[src/rtl/bus_split_arbiter.sv]
// Two-initiator round-robin bus arbiter with split-transaction parking and return,
// plus a hold watchdog that force-releases any grant held for HOLD_LIMIT cycles.
module bus_split_arbiter #(
  parameter logic [15:0] HOLD_LIMIT = 16'd0
) (
  input  logic clk,
  input  logic rst,
  input  logic req0,
  input  logic req1,
  input  logic split_ack,
  input  logic split_req,
  output logic grant0,
  output logic grant1,
  output logic split_grant,
  output logic bus_busy,
  output logic split_pending,
  output logic split_owner,
  output logic timeout_err
);

  typedef enum logic [1:0] {StIdle, StBusy, StSplitRet} state_e;

  state_e      state;
  logic        cur;
  logic        last;
  logic        pend;
  logic        owner;
  logic [15:0] cnt;

  logic elig0;
  logic elig1;
  logic pick;
  logic req_cur;
  logic expire;

  // The parked initiator may not compete while its split is outstanding.
  always_comb begin
    elig0   = req0 & ~(pend & ~owner);
    elig1   = req1 & ~(pend & owner);
    pick    = (elig0 & elig1) ? ~last : elig1;
    req_cur = cur ? req1 : req0;
    expire  = (HOLD_LIMIT != 16'd0) && (cnt == HOLD_LIMIT - 16'd1);
  end

  assign split_pending = pend;
  assign split_owner   = owner;

  always_ff @(posedge clk or posedge rst) begin
    if (rst) begin
      state       <= StIdle;
      cur         <= 1'b0;
      last        <= 1'b1;
      pend        <= 1'b0;
      owner       <= 1'b0;
      cnt         <= 16'd0;
      grant0      <= 1'b0;
      grant1      <= 1'b0;
      split_grant <= 1'b0;
      bus_busy    <= 1'b0;
      timeout_err <= 1'b0;
    end else begin
      timeout_err <= 1'b0;
      case (state)
        StIdle: begin
          if (pend && split_req) begin
            state       <= StSplitRet;
            cnt         <= 16'd0;
            grant0      <= ~owner;
            grant1      <= owner;
            split_grant <= 1'b1;
            bus_busy    <= 1'b1;
          end else if (elig0 || elig1) begin
            state    <= StBusy;
            cur      <= pick;
            last     <= pick;
            cnt      <= 16'd0;
            grant0   <= ~pick;
            grant1   <= pick;
            bus_busy <= 1'b1;
          end
        end
        StBusy: begin
          // Release priority: split, then request drop, then watchdog.
          if ((split_ack && !pend) || !req_cur || expire) begin
            state    <= StIdle;
            grant0   <= 1'b0;
            grant1   <= 1'b0;
            bus_busy <= 1'b0;
            if (split_ack && !pend) begin
              pend  <= 1'b1;
              owner <= cur;
            end else if (req_cur) begin
              timeout_err <= 1'b1;
            end
          end else if (cnt != 16'hFFFF) begin
            cnt <= cnt + 16'd1;
          end
        end
        StSplitRet: begin
          if (!split_req || expire) begin
            state       <= StIdle;
            pend        <= 1'b0;
            grant0      <= 1'b0;
            grant1      <= 1'b0;
            split_grant <= 1'b0;
            bus_busy    <= 1'b0;
            timeout_err <= split_req;
          end else if (cnt != 16'hFFFF) begin
            cnt <= cnt + 16'd1;
          end
        end
        default: begin
          state       <= StIdle;
          grant0      <= 1'b0;
          grant1      <= 1'b0;
          split_grant <= 1'b0;
          bus_busy    <= 1'b0;
        end
      endcase
    end
  end

endmodule

[config.mk]
export PLATFORM = sky130hd
export DESIGN_NAME = bus_split_arbiter
export DESIGN_NICKNAME = d
export VERILOG_FILES = /design/src/rtl/bus_split_arbiter.sv
export SDC_FILE = /design/constraint.sdc
export NUM_CORES = 1
export LEC_CHECK = 0
export CORE_UTILIZATION = 30
export DETAILED_ROUTE_END_ITERATION = 7
export MAX_ROUTING_LAYER = met4
export PLACE_DENSITY = 0.54
export SLEW_MARGIN = 20
export SYNTH_ARGS = -nofsm -noshare
export SYNTH_HDL_FRONTEND = slang
export SYNTH_SLANG_ARGS = --single-unit
export TNS_END_PERCENT = 50
[constraint.sdc]
create_clock -name clk -period 2.4 [get_ports clk]
set_input_delay 0.48 -clock clk [delete_from_list [all_inputs] [get_ports clk]]
set_output_delay 0.48 -clock clk [all_outputs]
set_load 0.02 [all_outputs]
==> flow_metrics.env, run 1 <==
export IMPL_post_cts_buffers=0
export IMPL_drc=0
export IMPL_met2_usage_pct=19.7
export IMPL_met3_usage_pct=2.45
export IMPL_period_share_pct=84.1
export IMPL_grt_total_usage_pct=14.2
export IMPL_synth_seq_cells=10
export IMPL_synth_edf_count=0
export IMPL_cts_root_buf="clkbuf_4"
export IMPL_skew_ps=7.74
export IMPL_dpl_cell_count=88
export IMPL_synth_seq_area_share_pct=46.3
export IMPL_critPathLaunchType="flip-flop"
export IMPL_slew_viol_final=0
export IMPL_port_buffers=11
export IMPL_numCtsBuffers=3
export IMPL_core_area_um2=1710
export IMPL_end_kind="output pin"
export IMPL_cap_viol_max_count=0
export IMPL_cts_tree="built"
export IMPL_first_pass_iters=2
export IMPL_crit_family="buffers and inverters"
export IMPL_min_path_type="primary input to async pin"
export IMPL_setup_viol=0
export IMPL_num_vias=448
export IMPL_fillCellCount=164
export IMPL_p_per_area_nw_per_um2=1310
export IMPL_die_y_um=44.5
export IMPL_overflow=0
export IMPL_cts_sinks=10
export IMPL_die_area_um2=1980
export IMPL_grt_pass1_vias=395
export IMPL_row_count=15
export IMPL_die_x_um=44.5
export IMPL_clk_pin_slew_ps=70
export IMPL_synth_main_ff_cell="dfrtp_1"
export IMPL_synthTopCellsByArea="dfrtp_1, dfstp_2, nand2_1, mux2i_1, o21ai_0"
export IMPL_start_util_pct=31.8
export IMPL_crit_path_max_incr_delay_ps=680
export IMPL_crit_chain="clkdlybuf4s50_1"
export IMPL_yosys_area_top_type_share_pct=41.5
export IMPL_rrSetupSlack_ps=1000
export IMPL_reg2reg_depth=4
export IMPL_clk_path_buf_depth=2
export IMPL_post_cts_resized=0
export IMPL_cp_max_fo=12
export IMPL_cts_hold_buf=0
export IMPL_cp_num_buf_inv=1
export IMPL_gp_congestion=0.701
export IMPL_grt_pass1_wl_um=1820
export IMPL_antenna_found_initial=0
export IMPL_crit_type="flip-flop to output pin"
export IMPL_hpwlAfterDp_um=794
export IMPL_register_area_um2=251
export IMPL_fmaxAchievable_ghz=0.496
export IMPL_crit_slowest_cell="clkdlybuf4s50_1"
export IMPL_multi_input_area_um2=264
export IMPL_async_reset_ff_share_pct=100
export IMPL_htreeDepth=1
export IMPL_rsz0062_at_grt="false"
export IMPL_areaGrowthSynthToFinish_pct=28.6
export IMPL_final_hold_viol_count=0
export IMPL_timing_rr_end="bus_busy"
export IMPL_wire_per_inst_um=12.3
export IMPL_r2r_start="split_pending"
export IMPL_status="complete, no violations"
export IMPL_grt_busiest_layer="met2"
export IMPL_via_per_inst=4.87
export IMPL_drive_above_1_share_pct=10.4
export IMPL_worst_endpoint_arrival_ps=1540
export IMPL_cp_required_ps=1920
export IMPL_synth_area_per_cell_um2=10.1
export IMPL_final_cells=92
export IMPL_antenna_left=0
export IMPL_ir_worst_vdd_v=0.000468
export IMPL_finalCriticalPeriod_ps=2020
export IMPL_p_leak_nw=0.298
export IMPL_grt_max_degree=13
export IMPL_n_antenna_cell=0
export IMPL_yosysTopAreaCell="dfrtp_1"
export IMPL_gr_usage_met1_pct=18.3
export IMPL_drtIter0Drc=5
export IMPL_finalSetupTns_ps=0
export IMPL_syn_inst=54
export IMPL_pin_count=13
export IMPL_synth_warnings=0
export IMPL_clk_latency_ps=280
export IMPL_wl_um=1130
export IMPL_fin_nets=74
export IMPL_syn_area_um2=543
export IMPL_yosysUniqueCellTypes=28
export IMPL_syn_nets=60
export IMPL_worstSetupStartpoint="split_pending"
-- worst max path at each step --
| stage | cells past startpoint | end | slack [ps] |
|---|---|---|---|
| final | 1 | split_pending | 380 |
| after detailed placement | 5 | grant1 | 530 |
| after floorplan | 4 | split_owner | 1040 |
| after global placement | 5 | grant1 | 550 |
| after CTS | 1 | split_pending | 380 |
| after global routing | 1 | split_pending | 320 |
-- final cells by class --
class	count	share of cell area, %
inverter	4	2.15
timing repair buffer	11	15.8
sequential	10	36.0
multi-input combinational	38	37.8
clock buffer	4	3.76
tap	25	4.48
-- per-stage QoR --
| step | hold slack, ps | setup WS [ps] | instance area, um^2 | utilization, % | total power [mW] |
|---|---|---|---|---|---|
| finish | 476 | 382 | 698 | 40.9 | 0.911 |
| global route | 529 | 316 | 698 | 40.9 | 0.980 |
| CTS | 491 | 380 | 698 | 40.9 | 0.921 |
| detailed placement | 481 | 526 | 672 | 39.3 | 0.781 |
| global placement | 471 | 547 | 672 | 39.3 | 0.784 |
| floorplan | 319 | 1040 | 543 | - | 0.628 |
-- layout by cell type, fill, tap and decap left out, types with 2 or more instances in the layout --
cell type,Yosys,routed
inv_1,4,4
nand2b_1,2,2
clkbuf_4,0,3
clkdlybuf4s50_1,0,11
nand2_1,6,6
nor2_1,4,4
o21ai_0,4,4
dfrtp_1,9,9
a21oi_1,3,3
mux2i_1,2,2
-- routing by layer --
layer	part of all wire, %	vias to the layer above
li1	-	223
met1	49	211
met2	44	9
met3	3.0	5
met4	3.7	0
met5	0	-
-- where the power goes --
group,internal [mW],switching [mW]
registers,0.255,0.0861
clock network,0.0645,0.0646
logic,0.219,0.223
-- logic make-up (layout without fill, tap and decap cells) --
family                 count (synthesis)  in the layout  share of synthesized area (%)
multiplexers                           3              3                           5.76
flip-flops                            10             10                           46.3
other                                  1              1                          0.691
AND/OR/NAND/NOR                       15             15                           12.7
buffers and inverters                  6             19                           5.07
AO/OA/AOI/OAI                         19             19                           29.5
-- cells in the mapped netlist (2+ instances only) --
master,count
inv_1,4
nand2b_1,2
mux2i_1,2
nand2_1,6
a21oi_1,3
o21ai_0,4
nor2_1,4
dfrtp_1,9
-- sequential cells by signal (all words and copies together), names as in the netlist --
name,cells
grant0,1
bus_busy,1
split_pending,1
split_owner,1
cur,1
last,1
state,2
split_grant,1
grant1,1
No activity file was read; power rests on OpenSTA's default activity.
==> run 2: changes to the inputs <==
- clock period: 2.4 -> 2.1 ns (I/O delays scaled with it)
==> run 2 against run 1 <==
Compared with the run above:
- power rose by 14%
- clock skew fell by 0.57 ps
- critical path type unchanged
- worst setup slack got worse by 19 ps
- highest routed layer unchanged
- count of clock-buffer cells in the layout did not move
==> flow_metrics.env, run 2 (synthesized netlist as in run 1, its figures left out) <==
export IMPL_via_per_inst=4.76
export IMPL_fin_nets=75
export IMPL_grt_pass1_vias=411
export IMPL_fmaxAchievable_ghz=0.576
export IMPL_skew_ps=7.17
export IMPL_post_cts_buffers=0
export IMPL_ir_worst_vdd_v=0.000523
export IMPL_n_antenna_cell=0
export IMPL_swShare_pct=39.6
export IMPL_antenna_found_initial=0
export IMPL_drtIter0Drc=6
export IMPL_row_count=15
export IMPL_preCtsSetupSlack_ps=287
export IMPL_wire_per_inst_um=11.3
export IMPL_fin_ws_ps=364
export IMPL_fillCellCount=162
export IMPL_pwr_share_clk_pct=13.2
export IMPL_num_vias=443
export IMPL_overflow=0
export IMPL_die_area_um2=1980
export IMPL_drive_above_1_share_pct=11.8
export IMPL_die_y_um=44.5
export IMPL_cap_viol_max_count=0
export IMPL_worst_endpoint_arrival_ps=1320
export IMPL_p_sw_uw=411
export IMPL_p_seq_share_pct=34.9
export IMPL_cp_num_buf_inv=1
export IMPL_drc=0
export IMPL_htreeDepth=1
export IMPL_first_pass_iters=2
export IMPL_finalCriticalPeriod_ps=1740
export IMPL_period_share_pct=82.7
export IMPL_cts_tree="built"
export IMPL_start_util_pct=31.8
export IMPL_final_cell_area_um2=706
export IMPL_slew_viol_final=0
export IMPL_register_area_um2=251
export IMPL_clk_pin_slew_ps=70
export IMPL_p_per_area_nw_per_um2=1470
export IMPL_p_int_uw=627
export IMPL_clk_path_buf_depth=2
export IMPL_p_leak_nw=0.303
export IMPL_core_area_um2=1710
export IMPL_crit_chain="clkdlybuf4s50_1"
export IMPL_gp_congestion=0.706
export IMPL_wl_um=1050
export IMPL_crit_type="flip-flop to output pin"
export IMPL_final_common_cell="clkdlybuf4s50_1"
export IMPL_crit_path_max_incr_delay_ps=630
export IMPL_status="complete, no violations"
export IMPL_areaGrowthSynthToFinish_pct=30.0
export IMPL_finalSetupTns_ps=0
export IMPL_die_x_um=44.5
export IMPL_port_buffers=11
export IMPL_end_kind="output pin"
export IMPL_grt_total_usage_pct=13.5
export IMPL_antenna_left=0
export IMPL_cts_hold_buf=0
export IMPL_crit_slowest_cell="clkdlybuf4s50_1"
export IMPL_cts_root_buf="clkbuf_4"
export IMPL_grt_pass1_wl_um=1790
export IMPL_final_cell_mix="clkdlybuf4s50_1, dfrtp_1, nand2_1"
export IMPL_cp_max_fo=6
export IMPL_detailed_place_area_um2=679
export IMPL_setup_viol=0
export IMPL_cts_sinks=10
export IMPL_p_comb_share_pct=51.9
export IMPL_critPathLaunchType="flip-flop"
export IMPL_clk_latency_ps=260
export IMPL_min_path_type="primary input to async pin"
export IMPL_hpwlAfterDp_um=787
export IMPL_max_flop_register="state"
export IMPL_crit_family="buffers and inverters"
export IMPL_rrSetupSlack_ps=730
export IMPL_largest_reg_flops=2
export IMPL_multi_input_area_um2=264
export IMPL_numCtsBuffers=3
export IMPL_post_cts_resized=0
export IMPL_rsz0062_at_grt="false"
export IMPL_final_hold_viol_count=0
export IMPL_cp_required_ps=1680
export IMPL_pin_count=13
export IMPL_grt_max_degree=12
## run 2: changes by cell type in the layout (fill, tap and decap cells not counted), sizes merged
cell and change:
buf +1
## run 2: final timing paths
kind / depth (start not counted) / to / start
worst min register to register: 2 / last / last
worst max register to register: 5 / grant1 / split_pending
worst max-delay path: 1 / split_owner / split_owner
worst min-delay path: 2 / split_grant / rst
max in group asynchronous: 2 / last / rst
min in group clk: 2 / last / last
## run 2: power by group through the flow
| stage | Clock (mW) | Sequential [mW] | Combinational [mW] |
|---|---|---|---|
| floorplan | 0 | 0.423 | 0.294 |
| global route | 0.154 | 0.379 | 0.592 |
| CTS | 0.143 | 0.363 | 0.544 |
| global placement | 0 | 0.368 | 0.541 |
| finish | 0.137 | 0.362 | 0.539 |
| detailed placement | 0 | 0.366 | 0.540 |
## run 2: final cells by class
type	count	share of cell area, %
Multi-Input combinational cell	38	37.4
Tap cell	25	4.43
Clock buffer	4	3.72
Inverter	4	2.13
Sequential cell	10	35.6
Timing Repair Buffer	12	16.7
## run 2: layer usage
metal	share of wire, %	global-route usage [%]	routed length (um)	up-vias
met3	3.2	2.45	34	2
li1	-	-	-	224
met1	50	18.0	521	211
met2	46	18.5	485	6
met4	0.95	9.09	10	0
met5	0	-	0	-
## run 2: metrics by stage
step / hold WS [ps] / utilization (%) / cells / power (mW)
after floorplan: 259 / - / 54 / 0.717
after CTS: 447 / 41.3 / 93 / 1.05
after global placement: 471 / 39.8 / 89 / 0.910
after global routing: 478 / 41.3 / 93 / 1.12
final: 431 / 41.3 / 93 / 1.04
after detailed placement: 477 / 39.8 / 89 / 0.906
